[src/rtl/spi_ctrl_pkg.sv]
// ============================================================================
//  Module   : spi_ctrl_pkg
//  Purpose  : Shared state encodings and sizing helper for spi_xfer_arbiter.
//  Revision : 1.0 - initial release
// ============================================================================
`default_nettype none

package spi_ctrl_pkg;

  localparam logic [2:0] IDLE  = 3'd0;
  localparam logic [2:0] SETUP = 3'd1;
  localparam logic [2:0] XFER  = 3'd2;
  localparam logic [2:0] HOLD  = 3'd3;
  localparam logic [2:0] GAP   = 3'd4;

  // Bits needed to index 'value' distinct items; 0 for value <= 1.
  function automatic int clog2(input int value);
    int r;
    r = 0;
    for (int v = value - 1; v > 0; v = v >> 1) r++;
    return r;
  endfunction

endpackage

`default_nettype wire

[src/rtl/spi_rr_arbiter.sv]
// ============================================================================
//  Module   : spi_rr_arbiter
//  Purpose  : Combinational round-robin pick: first request at or after ptr.
//  Revision : 1.0 - initial release
// ============================================================================
`default_nettype none

module spi_rr_arbiter #(
  parameter int NREQ = 4,
  parameter int PW   = 2
) (
  input  logic [NREQ-1:0] req,
  input  logic [PW-1:0]   ptr,
  output logic [NREQ-1:0] winner,
  output logic            any
);

  logic [PW-1:0] w_idx;

  always_comb begin
    winner = '0;
    any    = 1'b0;
    w_idx  = '0;
    for (int i = 0; i < NREQ; i++) begin
      w_idx = PW'((int'(ptr) + i) % NREQ);
      if (!any && req[w_idx]) begin
        winner[w_idx] = 1'b1;
        any           = 1'b1;
      end
    end
  end

endmodule

`default_nettype wire

[src/rtl/spi_xfer_arbiter.sv]
// ============================================================================
//  Module   : spi_xfer_arbiter
//  Purpose  : Round-robin sharing of one SPI shift engine among NREQ requesters,
//             with per-slave chip-select setup/hold sequencing.
//  Options  : SPI_TIMEOUT_EN - adds a TMO_CYC-cycle watchdog in XFER.
//  Revision : 1.0 - initial release
// ============================================================================
`default_nettype none

module spi_xfer_arbiter
  import spi_ctrl_pkg::*;
#(
  parameter int LENGTH   = 8,
  parameter int NREQ     = 4,
  parameter int NSLV     = 4,
  parameter int CS_SETUP = 2,
  parameter int CS_HOLD  = 2,
  parameter int IDLE_GAP = 1,
  parameter int TMO_CYC  = 64,
  localparam int SLV_W   = (NSLV > 1) ? clog2(NSLV) : 1
) (
  input  logic                    clk,
  input  logic                    rst,
  input  logic [NREQ-1:0]         req,
  input  logic [NREQ*LENGTH-1:0]  req_data,
  input  logic [NREQ*SLV_W-1:0]   req_slv,
  output logic [NREQ-1:0]         gnt,
  output logic [NREQ-1:0]         ack,
  output logic [LENGTH-1:0]       rsp_data,
  output logic                    rsp_err,
  output logic [NSLV-1:0]         cs_n,
  output logic [LENGTH-1:0]       m_d_in,
  output logic                    m_start,
  input  logic                    m_done,
  input  logic [LENGTH-1:0]       m_d_rec
);

  localparam int PW = (NREQ > 1) ? clog2(NREQ) : 1;
  localparam int MAXV_A = (CS_SETUP > CS_HOLD) ? CS_SETUP : CS_HOLD;
  localparam int MAXV_B = (MAXV_A > IDLE_GAP) ? MAXV_A : IDLE_GAP;
`ifdef SPI_TIMEOUT_EN
  localparam int MAXV   = (MAXV_B > TMO_CYC) ? MAXV_B : TMO_CYC;
`else
  localparam int MAXV   = MAXV_B;
`endif
  localparam int CW = clog2(MAXV + 1);

  logic [2:0]        r_state;
  logic [CW-1:0]     r_cnt;
  logic [PW-1:0]     r_ptr;
  logic [NREQ-1:0]   r_gnt;
  logic [NREQ-1:0]   r_ack;
  logic [LENGTH-1:0] r_rsp_data;
  logic              r_rsp_err;
  logic [NSLV-1:0]   r_cs_n;
  logic [LENGTH-1:0] r_m_d_in;
  logic              r_m_start;

  logic [NREQ-1:0]   w_win_oh;
  logic              w_any;
  logic [PW-1:0]     w_win_idx;
  logic [PW-1:0]     w_ptr_nxt;
  logic [LENGTH-1:0] w_win_data;
  logic [SLV_W-1:0]  w_win_slv;
  logic              w_slv_ok;

  spi_rr_arbiter #(
    .NREQ (NREQ),
    .PW   (PW)
  ) u_rr (
    .req    (req),
    .ptr    (r_ptr),
    .winner (w_win_oh),
    .any    (w_any)
  );

  always_comb begin
    w_win_idx = '0;
    for (int i = 0; i < NREQ; i++) begin
      if (w_win_oh[i]) w_win_idx = PW'(i);
    end
  end

  assign w_ptr_nxt  = (int'(w_win_idx) == NREQ - 1) ? '0 : w_win_idx + PW'(1);
  assign w_win_data = req_data[int'(w_win_idx)*LENGTH +: LENGTH];
  assign w_win_slv  = req_slv[int'(w_win_idx)*SLV_W +: SLV_W];
  assign w_slv_ok   = int'(w_win_slv) < NSLV;

  always_ff @(posedge clk) begin
    if (!rst) begin
      r_state    <= IDLE;
      r_cnt      <= '0;
      r_ptr      <= '0;
      r_gnt      <= '0;
      r_ack      <= '0;
      r_rsp_data <= '0;
      r_rsp_err  <= 1'b0;
      r_cs_n     <= '1;
      r_m_d_in   <= '0;
      r_m_start  <= 1'b0;
    end else begin
      r_ack     <= '0;
      r_m_start <= 1'b0;
      case (r_state)
        IDLE: begin
          if (w_any) begin
            r_gnt    <= w_win_oh;
            r_m_d_in <= w_win_data;
            r_ptr    <= w_ptr_nxt;
            if (w_slv_ok) begin
              r_cs_n <= ~(NSLV'(1) << w_win_slv);
              if (CS_SETUP == 0) begin
                r_m_start <= 1'b1;
                r_state   <= XFER;
                r_cnt     <= '0;
              end else begin
                r_state <= SETUP;
                r_cnt   <= CW'(CS_SETUP);
              end
            end else begin
              // Unreachable slave: complete immediately with an error, bus untouched.
              r_ack     <= w_win_oh;
              r_rsp_err <= 1'b1;
              r_state   <= GAP;
              r_cnt     <= CW'(IDLE_GAP);
            end
          end
        end
        SETUP: begin
          if (r_cnt == CW'(1)) begin
            r_m_start <= 1'b1;
            r_state   <= XFER;
            r_cnt     <= '0;
          end else begin
            r_cnt <= r_cnt - CW'(1);
          end
        end
        XFER: begin
          if (m_done) begin
            r_rsp_data <= m_d_rec;
            if (CS_HOLD == 0) begin
              r_cs_n    <= '1;
              r_ack     <= r_gnt;
              r_rsp_err <= 1'b0;
              r_state   <= GAP;
              r_cnt     <= CW'(IDLE_GAP);
            end else begin
              r_state <= HOLD;
              r_cnt   <= CW'(CS_HOLD);
            end
          end
`ifdef SPI_TIMEOUT_EN
          else if (r_cnt == CW'(TMO_CYC - 1)) begin
            r_cs_n    <= '1;
            r_ack     <= r_gnt;
            r_rsp_err <= 1'b1;
            r_state   <= GAP;
            r_cnt     <= CW'(IDLE_GAP);
          end else begin
            r_cnt <= r_cnt + CW'(1);
          end
`endif
        end
        HOLD: begin
          if (r_cnt == CW'(1)) begin
            r_cs_n    <= '1;
            r_ack     <= r_gnt;
            r_rsp_err <= 1'b0;
            r_state   <= GAP;
            r_cnt     <= CW'(IDLE_GAP);
          end else begin
            r_cnt <= r_cnt - CW'(1);
          end
        end
        GAP: begin
          // GAP begins in the ack cycle, so gnt falls right after it.
          r_gnt <= '0;
          if (r_cnt <= CW'(1)) begin
            r_state <= IDLE;
          end else begin
            r_cnt <= r_cnt - CW'(1);
          end
        end
        default: begin
          r_state <= IDLE;
          r_gnt   <= '0;
          r_cs_n  <= '1;
        end
      endcase
    end
  end

  assign gnt      = r_gnt;
  assign ack      = r_ack;
  assign rsp_data = r_rsp_data;
  assign rsp_err  = r_rsp_err;
  assign cs_n     = r_cs_n;
  assign m_d_in   = r_m_d_in;
  assign m_start  = r_m_start;

endmodule

`default_nettype wire

[config.mk]
export PLATFORM = sky130hd
export DESIGN_NAME = spi_xfer_arbiter
export DESIGN_NICKNAME = d
export VERILOG_FILES = /design/src/rtl/spi_ctrl_pkg.sv /design/src/rtl/spi_rr_arbiter.sv /design/src/rtl/spi_xfer_arbiter.sv
export SDC_FILE = /design/constraint.sdc
export NUM_CORES = 1
export LEC_CHECK = 0
export CORE_ASPECT_RATIO = 0.6
export CORE_MARGIN = 1
export CORE_UTILIZATION = 35
export DETAILED_ROUTE_END_ITERATION = 16
export PLACE_DENSITY = 0.62
export SLEW_MARGIN = 0
export SYNTH_ARGS = -nofsm -noshare
export SYNTH_HDL_FRONTEND = slang
export SYNTH_SLANG_ARGS = --single-unit
[constraint.sdc]
create_clock -name clk -period 3.59 [get_ports clk]
set_input_delay 0.718 -clock clk [delete_from_list [all_inputs] [get_ports clk]]
set_output_delay 0.718 -clock clk [all_outputs]
set_load 0.005 [all_outputs]
* Yosys cells after proc, flatten, opt, wreduce, memory -nomap -nowiden
Index checks and enable logic that the tools add are counted.
** Word-level totals
- Flip-flop bits (word level) :: 36
- Bits of input ports :: 55
- Output and inout port bits :: 30
- Word-level logic and storage cells :: 112
** Operators by class
- $add $sub $neg :: 5
- Order comparisons :: 9
- Eq/ne operators :: 12
- Shift operators :: 3
- Muxes and demuxes :: 46
- Bitwise gates (word level) :: 6
- Reductions and logical operators :: 22
** Operators with widths (count)
- indexed part select 32 x 6 -> 8 bit :: 1
- 2-to-1 mux 4 bit :: 7
- 2-to-1 mux 2 bit :: 8
- 2-to-1 mux 3 bit :: 5
- case mux 3 bit (5 select lines) :: 1
- 2-to-1 mux 1 bit :: 14
- less-than comparator 2 x 3 -> 1 bit (second input constant) :: 4
- bitwise OR 4 bit :: 3
- case mux 4 bit (3 select lines) :: 1
- != test 2 bit (second input constant) :: 5
- case mux 2 bit (5 select lines) :: 1
- binary-select mux 1 bit (select 2 bit) :: 4
- demux 1 bit (select 2 bit) :: 4
- >= comparator 2 x 1 -> 1 bit (second input constant) :: 4
- case mux 4 bit (2 select lines) :: 1
- AND reduction 2 bit :: 4
- indexed part select 8 x 4 -> 2 bit :: 1
- logical AND 1 bit :: 7
- == test 3 x 2 -> 1 bit (second input constant) :: 2
- AND reduction 3 bit :: 2
- OR reduction 3 bit :: 2
- AND reduction 5 bit :: 1
- nonzero test 5 bit :: 1
- adder 2 x 1 -> 2 bit (second input constant) :: 2
- other kinds (13) :: 18

* Logic depth before layout (Yosys ltp)
- Depth in word-level cells :: 20
- Depth in mapped cells :: 13

* Hierarchy
A second synthesis with hierarchy kept.
** Unflattened totals
- Cells, all modules :: 251
- Area total of the unflattened synthesis :: 2264.7 µm²
** Modules (own cells, without submodules)
- spi_xfer_arbiter :: instances 1, cells an instance 189, area an instance 1770.4 µm²
- spi_rr_arbiter :: instances 1, cells an instance 62, area an instance 494.2 µm²

* Worst setup path after synthesis
No wires, ideal clock.
- Path type :: register -> register
- From :: reg r_ptr[1]
- To :: reg r_cs_n[1], in the netlist cs_n[1]
- Setup time :: 0.122 ns
- Arrival :: 2.720 ns
- Required time :: 3.468 ns
- Slack :: 0.748 ns
- Stages on the path, launching flop included :: 11
- Path buffers :: 2
- Period minus slack after synthesis :: 2.842 ns
- Path through :: dfxtp_1 buf_2 inv_1 ha_1 buf_2 mux4_2 o2111ai_2 a22o_2 a221oi_2 o31a_1 o32a_1
** On the way
- Word-level cells in the longest chain between the ends :: 20
- Elaborated cells on any way between the ends :: 58
- Those cells by class :: add/sub: 3; order compare: 8; eq/ne: 1; shift: 2; mux: 29; bitwise: 4; reduce/logical: 11
** Ends and longest elaborated chain
- start, declared :: line spi_xfer_arbiter.sv:50 : logic [PW-1:0] r_ptr;
- start signal, assigned :: line spi_xfer_arbiter.sv:109 : r_ptr <= w_ptr_nxt;
- branches (longest 20 deep; another with less-than comparator 2 x 3 -> 1 bit)
- end signal, assigned :: line spi_xfer_arbiter.sv:111 : r_cs_n <= ~(NSLV'(1) << w_win_slv);
- end, declared :: line spi_xfer_arbiter.sv:55 : logic [NSLV-1:0] r_cs_n;
Several ways; the timed one is not identified. The select of a mux whose other input is x is not followed.
A chain may end at the register's enable or synchronous reset.

* Worst setup path after layout
- From :: in req[1]
- To :: reg r_cs_n[1], in the netlist cs_n[1]
** On the way
- Word-level cells in the longest chain between the ends :: 20
- Elaborated cells on any way between the ends :: 35
- Those cells by class :: eq/ne: 1; shift: 2; mux: 21; bitwise: 4; reduce/logical: 7
** Ends and longest elaborated chain
- start, declared :: line spi_xfer_arbiter.sv:24 : input logic [NREQ-1:0] req,
- binary-select mux 1 bit (select 2 bit) :: line spi_rr_arbiter.sv:26 : if (!any && req[w_idx]) begin
- 2-to-1 mux 1 bit (not written as such) :: line spi_rr_arbiter.sv:26
- 2-to-1 mux 1 bit :: line spi_rr_arbiter.sv:26
- logical NOT 1 bit :: line spi_rr_arbiter.sv:26
- logical AND 1 bit :: line spi_rr_arbiter.sv:26
- 2-to-1 mux 1 bit :: line spi_rr_arbiter.sv:26
- logical NOT 1 bit :: line spi_rr_arbiter.sv:26
- logical AND 1 bit :: line spi_rr_arbiter.sv:26
- [... 3 more ...]
- 2-to-1 mux 4 bit :: line spi_rr_arbiter.sv:26
- 2-to-1 mux 1 bit :: line spi_xfer_arbiter.sv:80 : if (w_win_oh[i]) w_win_idx = PW'(i);
- 2-to-1 mux 2 bit (2 in a row) :: line spi_xfer_arbiter.sv:80
- indexed part select 8 x 4 -> 2 bit :: line spi_xfer_arbiter.sv:86 : assign w_win_slv = req_slv[int'(w_win_idx)*SLV_W +: SLV_W];
- left shift 1 x 2 -> 4 bit :: line spi_xfer_arbiter.sv:111
- NOT 4 bit :: line spi_xfer_arbiter.sv:111
- 2-to-1 mux 4 bit :: line spi_xfer_arbiter.sv:106 : if (w_any) begin
- case mux 4 bit (3 select lines) :: line spi_xfer_arbiter.sv:104 : case (r_state)
Several ways; a longest one is shown, not always the timed one. The select of a mux whose other input is x is not followed.

==> flow_summary_export.csv <==
group,metric,value,unit
status,status,"completed",
detailed_routing,routed_wl,5.882,mm
clock_network,clock_latency,0.29,ns
power_and_ir_drop,total_power,0.001764,W
sta,tightest_slew,0.8371,ns
hold_path,holdCritStartpoint,"cs_n[3]$_SDFFE_PN1P_",
synthesis,synth_nets,314,
synthesis,synthCells,251,
cells_and_area,layout_commonest_cell,"clkdlybuf4s50_1",
critical_path,critical_path_required,3.77,ns
hold_path,hold_depth,2,
cells_and_area,diodes,0,
synthesis,synthTopCellsByArea,"dfxtp_1, mux2i_1, a21oi_1",
clock_network,post_cts_buffers,0,
synthesis,ys.flop_type,"dfxtp_1",
place,gp_congestion,0.9145,
place,port_buffers,83,
clock_network,ctsResizeCount,0,
synthesis,synth_area_per_cell,8.798,µm²
sta,fin_ws,0.5741,ns
critical_path,crit_arrival,3.19,ns
sta,clock.fmax,331.6,MHz
clock_network,cts_buffers,5,
synthesis,synth-seq-cells,36,
critical_path,regToRegSetupSlack,0.66,ns
floorplan,rows,21,
critical_path,path_cells,"clkdlybuf4s50_1 > mux4_2 > nand3b_1 > a2bb2oi_1 > a21o_1 > nand2_1 > o31a_1 > o32a_1",
grt,antenna_found_initial,0,
synthesis,ys_seq_area_frac,0.3263,
run,maxCapViolCount,0,
critical_path,critPathMaxStageDelay,0.58,ns
critical_path,cp.depth,8,
synthesis,async_reset_ff_frac,0,
synthesis,synth_edf_count,0,
place,dp_hpwl,4.579,mm
floorplan,die_area,6642,µm²
place,pre_cts_ws,0.2902,ns
sta,rsz0062_at_grt,"no",
grt,first_global_vias,1998,
synthesis,yosys.area.top_type,"dfxtp_1",
sta,tns,0,ns
critical_path,r2r_end,"cs_n[1]$_SDFFE_PN1P_",
detailed_routing,viasPerCell,5.041,
critical_path,r2r_cells,9,
critical_path,startpoint_type,"input port",
sta,period_share,0.8401,
critical_path,worstSetupPathType,"in2reg",
sta,report.final.slew_viol_count,0,
critical_path,crit_family,"compound AO/OA/AOI/OAI gates",
critical_path,cp_num_buf_inv,1,
sta,slew_headroom,0.4389,
floorplan,ios,85,
clock_network,h-tree-depth,2,
clock_network,clock-root-buffer,"clkbuf_8",
detailed_routing,wl_per_cell,14.31,µm
detailed_routing,ant_nets,0,
sta,min_period,3.016,ns
sta,setup_violations,0,
grt,grt_pass1_wl,9.860,mm
detailed_routing,vias,2072,
detailed_routing,drc,0,
sta,hold_violations,0,
critical_path,cp_slowest_cell,"mux4_2",
critical_path,end_kind,"register",
synthesis,ys_warn_count,0,
power_and_ir_drop,vdd_drop_max,0.2335,mV
sta,finalClockSkew,0.008375,ns
detailed_routing,drtIter0Drc,65,
floorplan,core_area,5833,µm²
detailed_routing,dr.pass1.iters,4,
hold_path,worst_hold_path.endpoint,"cs_n[3]$_SDFFE_PN1P_",
clock_network,cts_tree,"yes",
clock_network,clk_pin_slew,0.07,ns
cells_and_area,layout.nets,393,
clock_network,cts_buffer_depth,2,
power_and_ir_drop,p_leak,1.202,nW
grt,grt_usage,0.1895,
cells_and_area,area_delta_synth_final,45.21,%
floorplan,initial_utilization,0.3786,
hold_path,hp-class,"reg2reg",
grt,grt_overflow,0,
clock_network,cts_hold_buf,0,
critical_path,regToRegStartpoint,"r_ptr[0]$_SDFFE_PN0P_",
cells_and_area,final_cell_mix,"clkdlybuf4s50_1, dfxtp_1, a21oi_1",
synthesis,netlist_area,2208,µm²
floorplan,dieWidth,104.5,µm
grt,grt_start_max_net_pins,25,
synthesis,ys_types,54,
power_and_ir_drop,power_density,549.9,nW/µm²
critical_path,cp_max_fo,13,
synthesis,netlist.area_leader.share,0.3263,
floorplan,dieHeight,63.53,µm
clock_network,clock-sinks,36,
cells_and_area,drive_gt1_frac,0.08761,
==> cell type report <==
cell class                 count  area [µm²]
clock inverter                 2       35.03
timing repair buffer          89       875.8
fill                         538        2626
inverter                       4       15.01
multi-input combinational    194        1388
clock buffer                   6       72.57
sequential                    36       720.7
tap                           80       100.1
==> where the power goes <==
group / total (W) / leakage (nW) / switching, W / internal (W)
registers: 0.000499 / 0.295 / 0.0000405 / 0.000458
logic: 0.000912 / 0.852 / 0.000458 / 0.000453
clock network: 0.000353 / 0.0552 / 0.000147 / 0.000206
total: 0.00176 / 1.20 / 0.000646 / 0.00112
==> how the worst max path moves through the flow <==
stage	startpoint	slack [ns]	to
floorplan	r_ptr[1]$_SDFFE_PN0P_	0.75	cs_n[1]$_SDFFE_PN1P_
global placement	req[1]	0.36	cs_n[1]$_SDFFE_PN1P_
detailed placement	req[1]	0.29	cs_n[1]$_SDFFE_PN1P_
CTS	req[1]	0.59	cs_n[1]$_SDFFE_PN1P_
global route	req[1]	0.43	cs_n[1]$_SDFFE_PN1P_
finish	req[1]	0.57	cs_n[1]$_SDFFE_PN1P_
==> cells by family after synthesis <==
| family | Yosys count | synth area share |
|---|---|---|
| other | 1 | 0.001698 |
| buffers and inverters | 21 | 0.04532 |
| AOI/OAI and AO/OA | 77 | 0.2323 |
| adders and majority gates | 8 | 0.04533 |
| muxes | 28 | 0.1541 |
| xor gates and xnor gates | 1 | 0.003967 |
| and+or+nand+nor | 79 | 0.1909 |
| DFF | 36 | 0.3263 |
==> layer usage <==
| metal | wire, µm | GRT usage | up-vias |
|---|---|---|---|
| li1 | - | - | 1069 |
| met1 | 3152 | 0.2803 | 923 |
| met2 | 2154 | 0.2467 | 76 |
| met3 | 537 | 0.08075 | 4 |
| met4 | 38 | 0.03750 | 0 |
| met5 | 0 | 0 | - |
==> state kept, by name, indices dropped and copies added (netlist names) <==
register / cells
r_cnt: 2
cs_n: 4
r_ptr: 2
m_d_in: 8
r_state: 3
rsp_data: 8
ack: 4
m_start: 1
gnt: 4
==> Yosys cell counts, drive strengths merged (2+ instances only) <==
cell type,number
nor2,17
a211oi,3
and2,9
a21oi,23
nor3,7
o21ai,19
a21o,9
buf,9
nand3b,2
o2111ai,2
clkbuf,8
a21boi,3
o32a,2
mux2,5
a31oi,2
nor2b,13
ha,8
a22oi,3
dfxtp,36
o311a,2
nand3,6
inv,4
nand2,13
a22o,2
nand2b,5
mux4,3
mux2i,20
o211ai,2
==> per-stage QoR <==
| stage | std cells | utilization | instance area (µm²) | hold WS [ns] |
|---|---|---|---|---|
| 3_5_place_dp | 403 | 0.5313 | 3099 | 0.4895 |
| 5_1_grt | 411 | 0.5498 | 3207 | 0.5245 |
| 2_1_floorplan | 251 | - | 2208 | 0.4714 |
| 4_1_cts | 411 | 0.5498 | 3207 | 0.4990 |
| 3_3_place_gp | 403 | 0.5313 | 3099 | 0.4713 |
| 6_report | 411 | 0.5498 | 3207 | 0.4964 |
==> worst reg2reg max path: stages (launching register included) <==
cell       delay (ns)
dfxtp_1          0.35
inv_2            0.08
ha_1             0.42
mux4_2           0.61
nand3b_1         0.19
a2bb2oi_1        0.19
a21o_1           0.37
nand2_1          0.13
o31a_1           0.14
o32a_1           0.34
(Power assumes the default switching activity.)
